`config.mk`:
```
export PLATFORM = sky130hd
export DESIGN_NAME = xor_nand_sched
export DESIGN_NICKNAME = d
export VERILOG_FILES = /design/src/rtl/xor_nand_sched.sv
export SDC_FILE = /design/constraint.sdc
export NUM_CORES = 1
export LEC_CHECK = 0
export BUFFER_PORTS_ARGS = -buffer_cell sky130_fd_sc_hd__buf_4
export CORE_UTILIZATION = 42
export DETAILED_ROUTE_END_ITERATION = 10
export GPL_TIMING_DRIVEN = 0
export PLACE_DENSITY = 0.65
export SYNTH_ARGS = -nofsm -noshare
export SYNTH_HDL_FRONTEND = slang
export SYNTH_SLANG_ARGS = --single-unit
```
`constraint.sdc`:
```
create_clock -name clk -period 1.81 [get_ports clk]
set_clock_uncertainty 0.1 [all_clocks]
set_input_delay 0.0905 -clock clk [delete_from_list [all_inputs] [get_ports clk]]
set_output_delay 0.0905 -clock clk [all_outputs]
set_load 0.03 [all_outputs]
```
`src/rtl/xor_nand_sched.sv`:
```
`default_nettype none
// ============================================================================
// Module   : xor_nand_sched
// Function : Round-robin scheduler time-sharing one 4-NAND XOR cell, bit-serial
//            LSB first. Optional macro XOR_NAND_SCHED_PARITY_EN adds a parity
//            output built from a second 4-NAND cell.
// Revision : 1.0 - initial release
// ============================================================================
module xor_nand_sched #(
    parameter int NREQ  = 4,
    parameter int WIDTH = 8
) (
    input  logic                    clk,
    input  logic                    rst_n,
    input  logic [NREQ-1:0]         req,
    input  logic [NREQ*WIDTH-1:0]   a_flat,
    input  logic [NREQ*WIDTH-1:0]   b_flat,
    output logic [NREQ-1:0]         gnt,
    output logic                    busy,
    output logic [WIDTH-1:0]        res,
    output logic                    res_valid,
    output logic [$clog2(NREQ)-1:0] res_id
`ifdef XOR_NAND_SCHED_PARITY_EN
    ,
    output logic                    parity
`endif
);

    localparam int IDW = $clog2(NREQ);
    localparam int SW  = IDW + 1;
    localparam int CW  = $clog2(WIDTH) + 1;
    localparam logic [CW-1:0] CNT_LAST = CW'(WIDTH - 1);

    typedef enum logic [1:0] {
        IDLE  = 2'd0,
        LOAD  = 2'd1,
        SHIFT = 2'd2,
        DONE  = 2'd3
    } state_t;

    state_t           state_q,     state_d;
    logic [NREQ-1:0]  gnt_q,       gnt_d;
    logic             busy_q,      busy_d;
    logic [IDW-1:0]   res_id_q,    res_id_d;
    logic [IDW-1:0]   rr_ptr_q,    rr_ptr_d;
    logic [WIDTH-1:0] a_sh_q,      a_sh_d;
    logic [WIDTH-1:0] b_sh_q,      b_sh_d;
    logic [WIDTH-1:0] acc_q,       acc_d;
    logic [CW-1:0]    cnt_q,       cnt_d;
    logic [WIDTH-1:0] res_q,       res_d;
    logic             res_valid_q, res_valid_d;
`ifdef XOR_NAND_SCHED_PARITY_EN
    logic             par_acc_q,   par_acc_d;
    logic             parity_q,    parity_d;
`endif

    // Shared gate-level XOR cell on the current serial bit pair
    wire x_w1, x_w2, x_w3, x_z;
    nand u_xnand1 (x_w1, a_sh_q[0], b_sh_q[0]);
    nand u_xnand2 (x_w2, a_sh_q[0], x_w1);
    nand u_xnand3 (x_w3, b_sh_q[0], x_w1);
    nand u_xnand4 (x_z,  x_w2,      x_w3);

`ifdef XOR_NAND_SCHED_PARITY_EN
    wire p_w1, p_w2, p_w3, p_z;
    nand u_pnand1 (p_w1, par_acc_q, x_z);
    nand u_pnand2 (p_w2, par_acc_q, p_w1);
    nand u_pnand3 (p_w3, x_z,       p_w1);
    nand u_pnand4 (p_z,  p_w2,      p_w3);
`endif

    // Winner: first pending requester after rr_ptr, wrapping modulo NREQ
    logic           win_found;
    logic [IDW-1:0] win_idx;
    logic [SW-1:0]  scan;

    always_comb begin
        win_found = 1'b0;
        win_idx   = '0;
        scan      = '0;
        for (int k = 1; k <= NREQ; k++) begin
            scan = {1'b0, rr_ptr_q} + SW'(k);
            if (scan >= SW'(NREQ)) scan = scan - SW'(NREQ);
            if (!win_found && req[scan[IDW-1:0]]) begin
                win_found = 1'b1;
                win_idx   = scan[IDW-1:0];
            end
        end
    end

    logic [WIDTH-1:0] a_sel, b_sel;

    always_comb begin
        a_sel = '0;
        b_sel = '0;
        for (int i = 0; i < NREQ; i++) begin
            if (res_id_q == IDW'(i)) begin
                a_sel = a_flat[i*WIDTH +: WIDTH];
                b_sel = b_flat[i*WIDTH +: WIDTH];
            end
        end
    end

    always_comb begin
        state_d     = state_q;
        gnt_d       = gnt_q;
        busy_d      = busy_q;
        res_id_d    = res_id_q;
        rr_ptr_d    = rr_ptr_q;
        a_sh_d      = a_sh_q;
        b_sh_d      = b_sh_q;
        acc_d       = acc_q;
        cnt_d       = cnt_q;
        res_d       = res_q;
        res_valid_d = 1'b0;
`ifdef XOR_NAND_SCHED_PARITY_EN
        par_acc_d   = par_acc_q;
        parity_d    = parity_q;
`endif
        case (state_q)
            IDLE: begin
                if (win_found) begin
                    gnt_d    = {{(NREQ-1){1'b0}}, 1'b1} << win_idx;
                    res_id_d = win_idx;
                    busy_d   = 1'b1;
                    state_d  = LOAD;
                end
            end
            LOAD: begin
                a_sh_d    = a_sel;
                b_sh_d    = b_sel;
                acc_d     = '0;
                cnt_d     = '0;
`ifdef XOR_NAND_SCHED_PARITY_EN
                par_acc_d = 1'b0;
`endif
                state_d   = SHIFT;
            end
            SHIFT: begin
                a_sh_d    = a_sh_q >> 1;
                b_sh_d    = b_sh_q >> 1;
                // New bit enters at the MSB so the LSB-first stream lands in order
                acc_d     = WIDTH'({x_z, acc_q} >> 1);
                cnt_d     = cnt_q + 1'b1;
`ifdef XOR_NAND_SCHED_PARITY_EN
                par_acc_d = p_z;
`endif
                if (cnt_q == CNT_LAST) state_d = DONE;
            end
            DONE: begin
                res_d       = acc_q;
                res_valid_d = 1'b1;
                rr_ptr_d    = res_id_q;
                gnt_d       = '0;
                busy_d      = 1'b0;
`ifdef XOR_NAND_SCHED_PARITY_EN
                parity_d    = par_acc_q;
`endif
                state_d     = IDLE;
            end
            default: state_d = IDLE;
        endcase
    end

    always_ff @(posedge clk or negedge rst_n) begin
        if (!rst_n) begin
            state_q     <= IDLE;
            gnt_q       <= '0;
            busy_q      <= 1'b0;
            res_id_q    <= '0;
            rr_ptr_q    <= IDW'(NREQ - 1);
            a_sh_q      <= '0;
            b_sh_q      <= '0;
            acc_q       <= '0;
            cnt_q       <= '0;
            res_q       <= '0;
            res_valid_q <= 1'b0;
`ifdef XOR_NAND_SCHED_PARITY_EN
            par_acc_q   <= 1'b0;
            parity_q    <= 1'b0;
`endif
        end else begin
            state_q     <= state_d;
            gnt_q       <= gnt_d;
            busy_q      <= busy_d;
            res_id_q    <= res_id_d;
            rr_ptr_q    <= rr_ptr_d;
            a_sh_q      <= a_sh_d;
            b_sh_q      <= b_sh_d;
            acc_q       <= acc_d;
            cnt_q       <= cnt_d;
            res_q       <= res_d;
            res_valid_q <= res_valid_d;
`ifdef XOR_NAND_SCHED_PARITY_EN
            par_acc_q   <= par_acc_d;
            parity_q    <= parity_d;
`endif
        end
    end

    assign gnt       = gnt_q;
    assign busy      = busy_q;
    assign res       = res_q;
    assign res_valid = res_valid_q;
    assign res_id    = res_id_q;
`ifdef XOR_NAND_SCHED_PARITY_EN
    assign parity    = parity_q;
`endif

endmodule
`default_nettype wire
```
# Word level (Yosys, flattened, before mapping)
# Index checks and enable logic that the tools add are counted.
# W data, S select, Z words.
totals:
  word_cells: 99
  in_bits: 70
  regBits: 48
op_classes:
  eq_ne: 9
  shifts: 1
  addsub: 9
  reduce_logical: 13
  order_cmp: 8
  n_mux: 40
  bitwise: 8
ops:
  columns: ["cell", "n"]
  rows:
  - ["$mux W8", 8]
  - ["$pmux W8 S2", 3]
  - ["$mux W2", 10]
  - ["$pmux W4 S2", 2]
  - ["$ge A3 B3 Y1 const B", 4]
  - ["$lt A2 B3 Y1 const B", 4]
  - ["$mux W1", 10]
  - ["$bmux W1 S2", 4]
  - ["$eq A2 B2 Y1 const B", 4]
  - ["$pmux W2 S4", 1]
  - ["$sub A2 B1 Y2 const B", 4]
  - ["$add A2 B2 Y3 const B", 2]
  - ["$reduce_and A2 Y1", 3]
  - ["$add A4 B1 Y4 const B", 1]
  - ["$and A1 B1 Y1", 4]
  - ["$eq A2 B1 Y1 const B", 2]
  - ["$eq A4 B3 Y1 const B", 1]
  - ["$logic_not A2 Y1", 2]
  - ["$mux W4", 1]
  - ["$ne A2 B2 Y1 const B", 2]
  - ["$not A1 Y1", 4]
  - ["$reduce_bool A2 Y1", 2]
  - ["$shl A1 B2 Y4 const A", 1]
  - ["$add A2 B1 Y3 const B", 1]
  - ["other kinds (4)", 8]

# Logic depth before layout (Yosys ltp)
logic_depth:
  depth_word: 18
  mapped_depth: 7
  mapped_depth_nobuf: 6

# Worst setup path before layout
# OpenSTA, ideal clock, no wires.
synth_path:
  path_type: "flip-flop to flip-flop"
  start: "reg res_id_q[0], in the netlist res_id[0]"
  end: "reg a_sh_q[1]"
  arrival_ps: 1512
  t_required_ps: 1573
  synth_period_minus_slack_ps: 1749
  setup_slack_ps: 61
  stages_incl_launch_ff: 6
  path_cell_list: "dfrtp_1 buf_6 buf_12 mux4_2 mux2i_1 a21oi_1"
synth_between:
  elab_chain_len: 6
  elab_cells_between_ends: 9
  classes_between: "3 x eq/ne; 5 x mux; 1 x reduce/logical"
synth_rtl:
  columns: ["item", "line_no", "rtl"]
  rows:
  - ["start, declared", "44", "logic [IDW-1:0] res_id_q, res_id_d;"]
  - ["start signal, assigned", "186", "res_id_q <= res_id_d;"]
  - ["$logic_not A2 Y1", "97", "if (res_id_q == IDW'(i)) begin"]
  - ["$mux W8 (3 in series)", "97", null]
  - ["$mux W8 (*)", "97", null]
  - ["$pmux W8 S2 (*)", "120", "case (state_q)"]
  - ["end signal, assigned", "188", "a_sh_q <= a_sh_d;"]
  - ["end, declared", "46", "logic [WIDTH-1:0] a_sh_q, a_sh_d;"]
# Mark *: on every way between the ends. The rest lies on a longest branch, timed or not.
# A chain may end at the register's enable or synchronous reset.

# Final worst setup path
layout_path:
  start: "reg res_id_q[0], in the netlist res_id[0]"
  end: "reg a_sh_q[5]"
# Same word-level chain as after synthesis.

==> results_dict.tcl <==
set metrics [dict create \
    min_from "req[0]" \
    synthDistinctLibCells 33 \
    grt_pass1_wl_um 8740 \
    routabilityCongestion 0.768 \
    tightest_slew_ps 607 \
    critPathMaxFanout 10 \
    multi_input_area_mm2 0.00128 \
    antenna_found_initial 0 \
    routedWlPerCell_um 13.4 \
    htree_levels 2 \
    synthSimpleGateAreaFrac 0.106 \
    ant_nets 0 \
    clk_latency_ps 310 \
    synthAdderAreaFrac 0.0237 \
    worstHoldPathType "in -> reg" \
    fin_ws_ps 121 \
    dr.pass1.iters 4 \
    drt-initial-drc-count 84 \
    synth_top_area_cell "dfrtp_1" \
    start_kind "flop" \
    grt_usage 0.176 \
    max_freq_ghz 0.592 \
    synth_area_leaders "dfrtp_1 (44%), mux4_1 (8.0%), mux4_2 (6.8%)" \
    leakage_uw 0.00163 \
    synth-main-ff-cell "dfrtp_1" \
    drc_errors 0 \
    critPathArrivalTime_ps 1770 \
    synth_top_family_by_area "multiplexers" \
    setup_viol 0 \
    synth_edf_count 0 \
    pre_cts_ws_ps -191 \
    synthXorXnorAreaFrac 0.00332 \
    cts_num_sinks 48 \
    slew_headroom 0.596 \
    vias_per_cell 5.30 \
    n_fill_cell 535 \
    core_area_mm2 0.00599 \
    synthMuxAreaShare 0.252 \
    crit_required_ps 1900 \
    worstReg2RegStart "res_id[0]$_DFFE_PN0P_" \
    drv_cap 0 \
    clk_pin_slew_ps 90 \
    final_cells 397 \
    tritoncts "done" \
    placed_cell_area_mm2 0.00337 \
    final_area_mm2 0.00349 \
    avgSynthCellArea_um2 11.5 \
    post-route-period-util 0.933 \
    grt_pass1_vias 1962 \
    regArea_mm2 0.00120 \
    ys_seq_area_frac 0.456 \
    synth_compound_area_frac 0.101 \
    vdd_drop_max_v 0.000701 \
    power_density_mw_per_mm2 1520 \
    synthCells 230 \
    antenna_cells 0 \
    hpwl_um 3940 \
    fin_nets 396 \
    drive_above_1_share 0.391 \
    slew_viol_final 0 \
    setup_tns_ps 0 \
    area_growth_syn_to_layout_pct 32.2 \
    async_flop_share 1.00 \
    crit_type "reg -> reg" \
    drt_wl_total_um 5330 \
    dp_cells 390 \
    rows 28 \
    initial_utilization 0.441 \
    yosys_register_bits 48 \
    post-cts-setup-buffers 0 \
    fp.dieW_um 81.3 \
    cts_made_buffers 5 \
    cts.path.max_buffers 2 \
    hold_viol 0 \
    ioPinCount 86 \
    synth_fp_nets 305 \
    cp-startpoint "res_id[0]$_DFFE_PN0P_" \
    die_area_mm2 0.00661 \
    synth_warnings 0 \
    grt_max_degree 49 \
    rsz0062_at_grt "no" \
    synth_top_area_frac 0.436 \
    dieHeight_um 81.3 \
    root_buffer "clkbuf_8" \
    port_buffers 85 \
    grt_overflow_total 0 \
    min_period_ps 1690 \
    critPathCaptureType "flop" \
    outcome "complete, no violations" \
    syn_area_mm2 0.00264 \
    vias 2105 \
]
==> worst max-delay path, cell delays in order, from the launching register on <==
cell	delay (ps)
dfrtp_1	380
buf_6	180
buf_12	160
mux4_2	500
mux2i_1	150
a21oi_1	100
==> report_power, final <==
part | total, uW | switching [uW] | internal (uW)
clock network | 776 | 362 | 414
registers | 1690 | 227 | 1470
logic | 2850 | 1540 | 1310
==> routing by layer <==
layer,share of wire,global-route usage,up-vias,wire (um)
li1,-,-,1016,-
met1,0.44,0.221,1014,2360
met2,0.49,0.298,68,2590
met3,0.055,0.0337,7,292
met4,0.016,0.0696,0,85
met5,0,0,-,0
==> Yosys cell counts (all sizes together), types with 2 or more instances <==
master and instances:
nor2 19, inv 17, nand3 12, and2 2, ha 5, nand3b 6
nand2 3, nand2b 4, mux2 11, mux4 16, clkbuf 8, buf 7
mux2i 15, dfrtp 46, dfstp 2, o21ai 25, a21oi 18, and3 4
==> state kept, by name (all words and copies together), names as in the netlist <==
name,flops
res,8
state_q,2
busy,1
rr_ptr_q,2
res_id,2
b_sh_q,8
cnt_q,4
gnt,4
acc_q,8
a_sh_q,8
res_valid,1
==> cells by family (layout without fill, tap and decap cells) <==
family	after synthesis	in the layout
and+or+nand+nor	52	52
buffers and inverters	32	124
adders and majority gates	5	5
DFF	48	48
xor gates and xnor gates	1	1
muxes	42	42
AOI/OAI and AO/OA	50	50
==> area by class of cell <==
| cell class | count | share of cell area |
|---|---|---|
| Multi-Input combinational cell | 150 | 0.368 |
| Sequential cell | 48 | 0.345 |
| Timing Repair Buffer | 86 | 0.186 |
| Tap cell | 75 | 0.0269 |
| Buffer | 13 | 0.0258 |
| Clock buffer | 7 | 0.0219 |
| Inverter | 17 | 0.0183 |
| Clock inverter | 1 | 0.00860 |
==> final timing paths <==
check / to / slack (ps) / cells after the start
max: a_sh_q[5]$_DFFE_PN0P_ / 120 / 5
min: res_id[0]$_DFFE_PN0P_ / 100 / 3
max reg2reg: a_sh_q[5]$_DFFE_PN0P_ / 120 / 5
min reg2reg: res[0]$_DFFE_PN0P_ / 410 / 1
max in group asynchronous: gnt[2]$_DFFE_PN0P_ / 940 / 2
min in group asynchronous: b_sh_q[2]$_DFFE_PN0P_ / 260 / 2
==> timing repair <==
item | 4_1_cts | 5_1_grt
resized for setup | 4 | 4
pin swaps | 0 | 0
endpoints found under the setup margin | 23 | 20
hold buffers | 1 | 0
endpoints found under the hold margin | 46 | 0
==> cells in the final DEF (no fill, tap or decap), types with 2 or more instances in the layout <==
cell and instances:
nand2_1 3, nand3_1 12, clkbuf_1 3, mux4_1 8
buf_2 2, nand3b_1 6, buf_4 87, nor2_1 19
dfstp_2 2, mux4_2 8, o21ai_0 25, ha_1 4
dfrtp_1 46, inv_1 17, clkbuf_2 6, nand2b_1 4
and3_1 4, mux2i_1 15, clkbuf_8 5, and2_1 2
mux2_2 11, a21oi_1 18
==> per-stage QoR <==
stage	utilization	hold slack (ps)	total power (uW)
6_report	0.583	101	5320
5_1_grt	0.583	116	5700
4_1_cts	0.582	94.6	5360
3_5_place_dp	0.563	46.8	4570
3_3_place_gp	0.563	43.1	4500
2_1_floorplan	-	-305	3780
(Power assumes the default switching activity.)
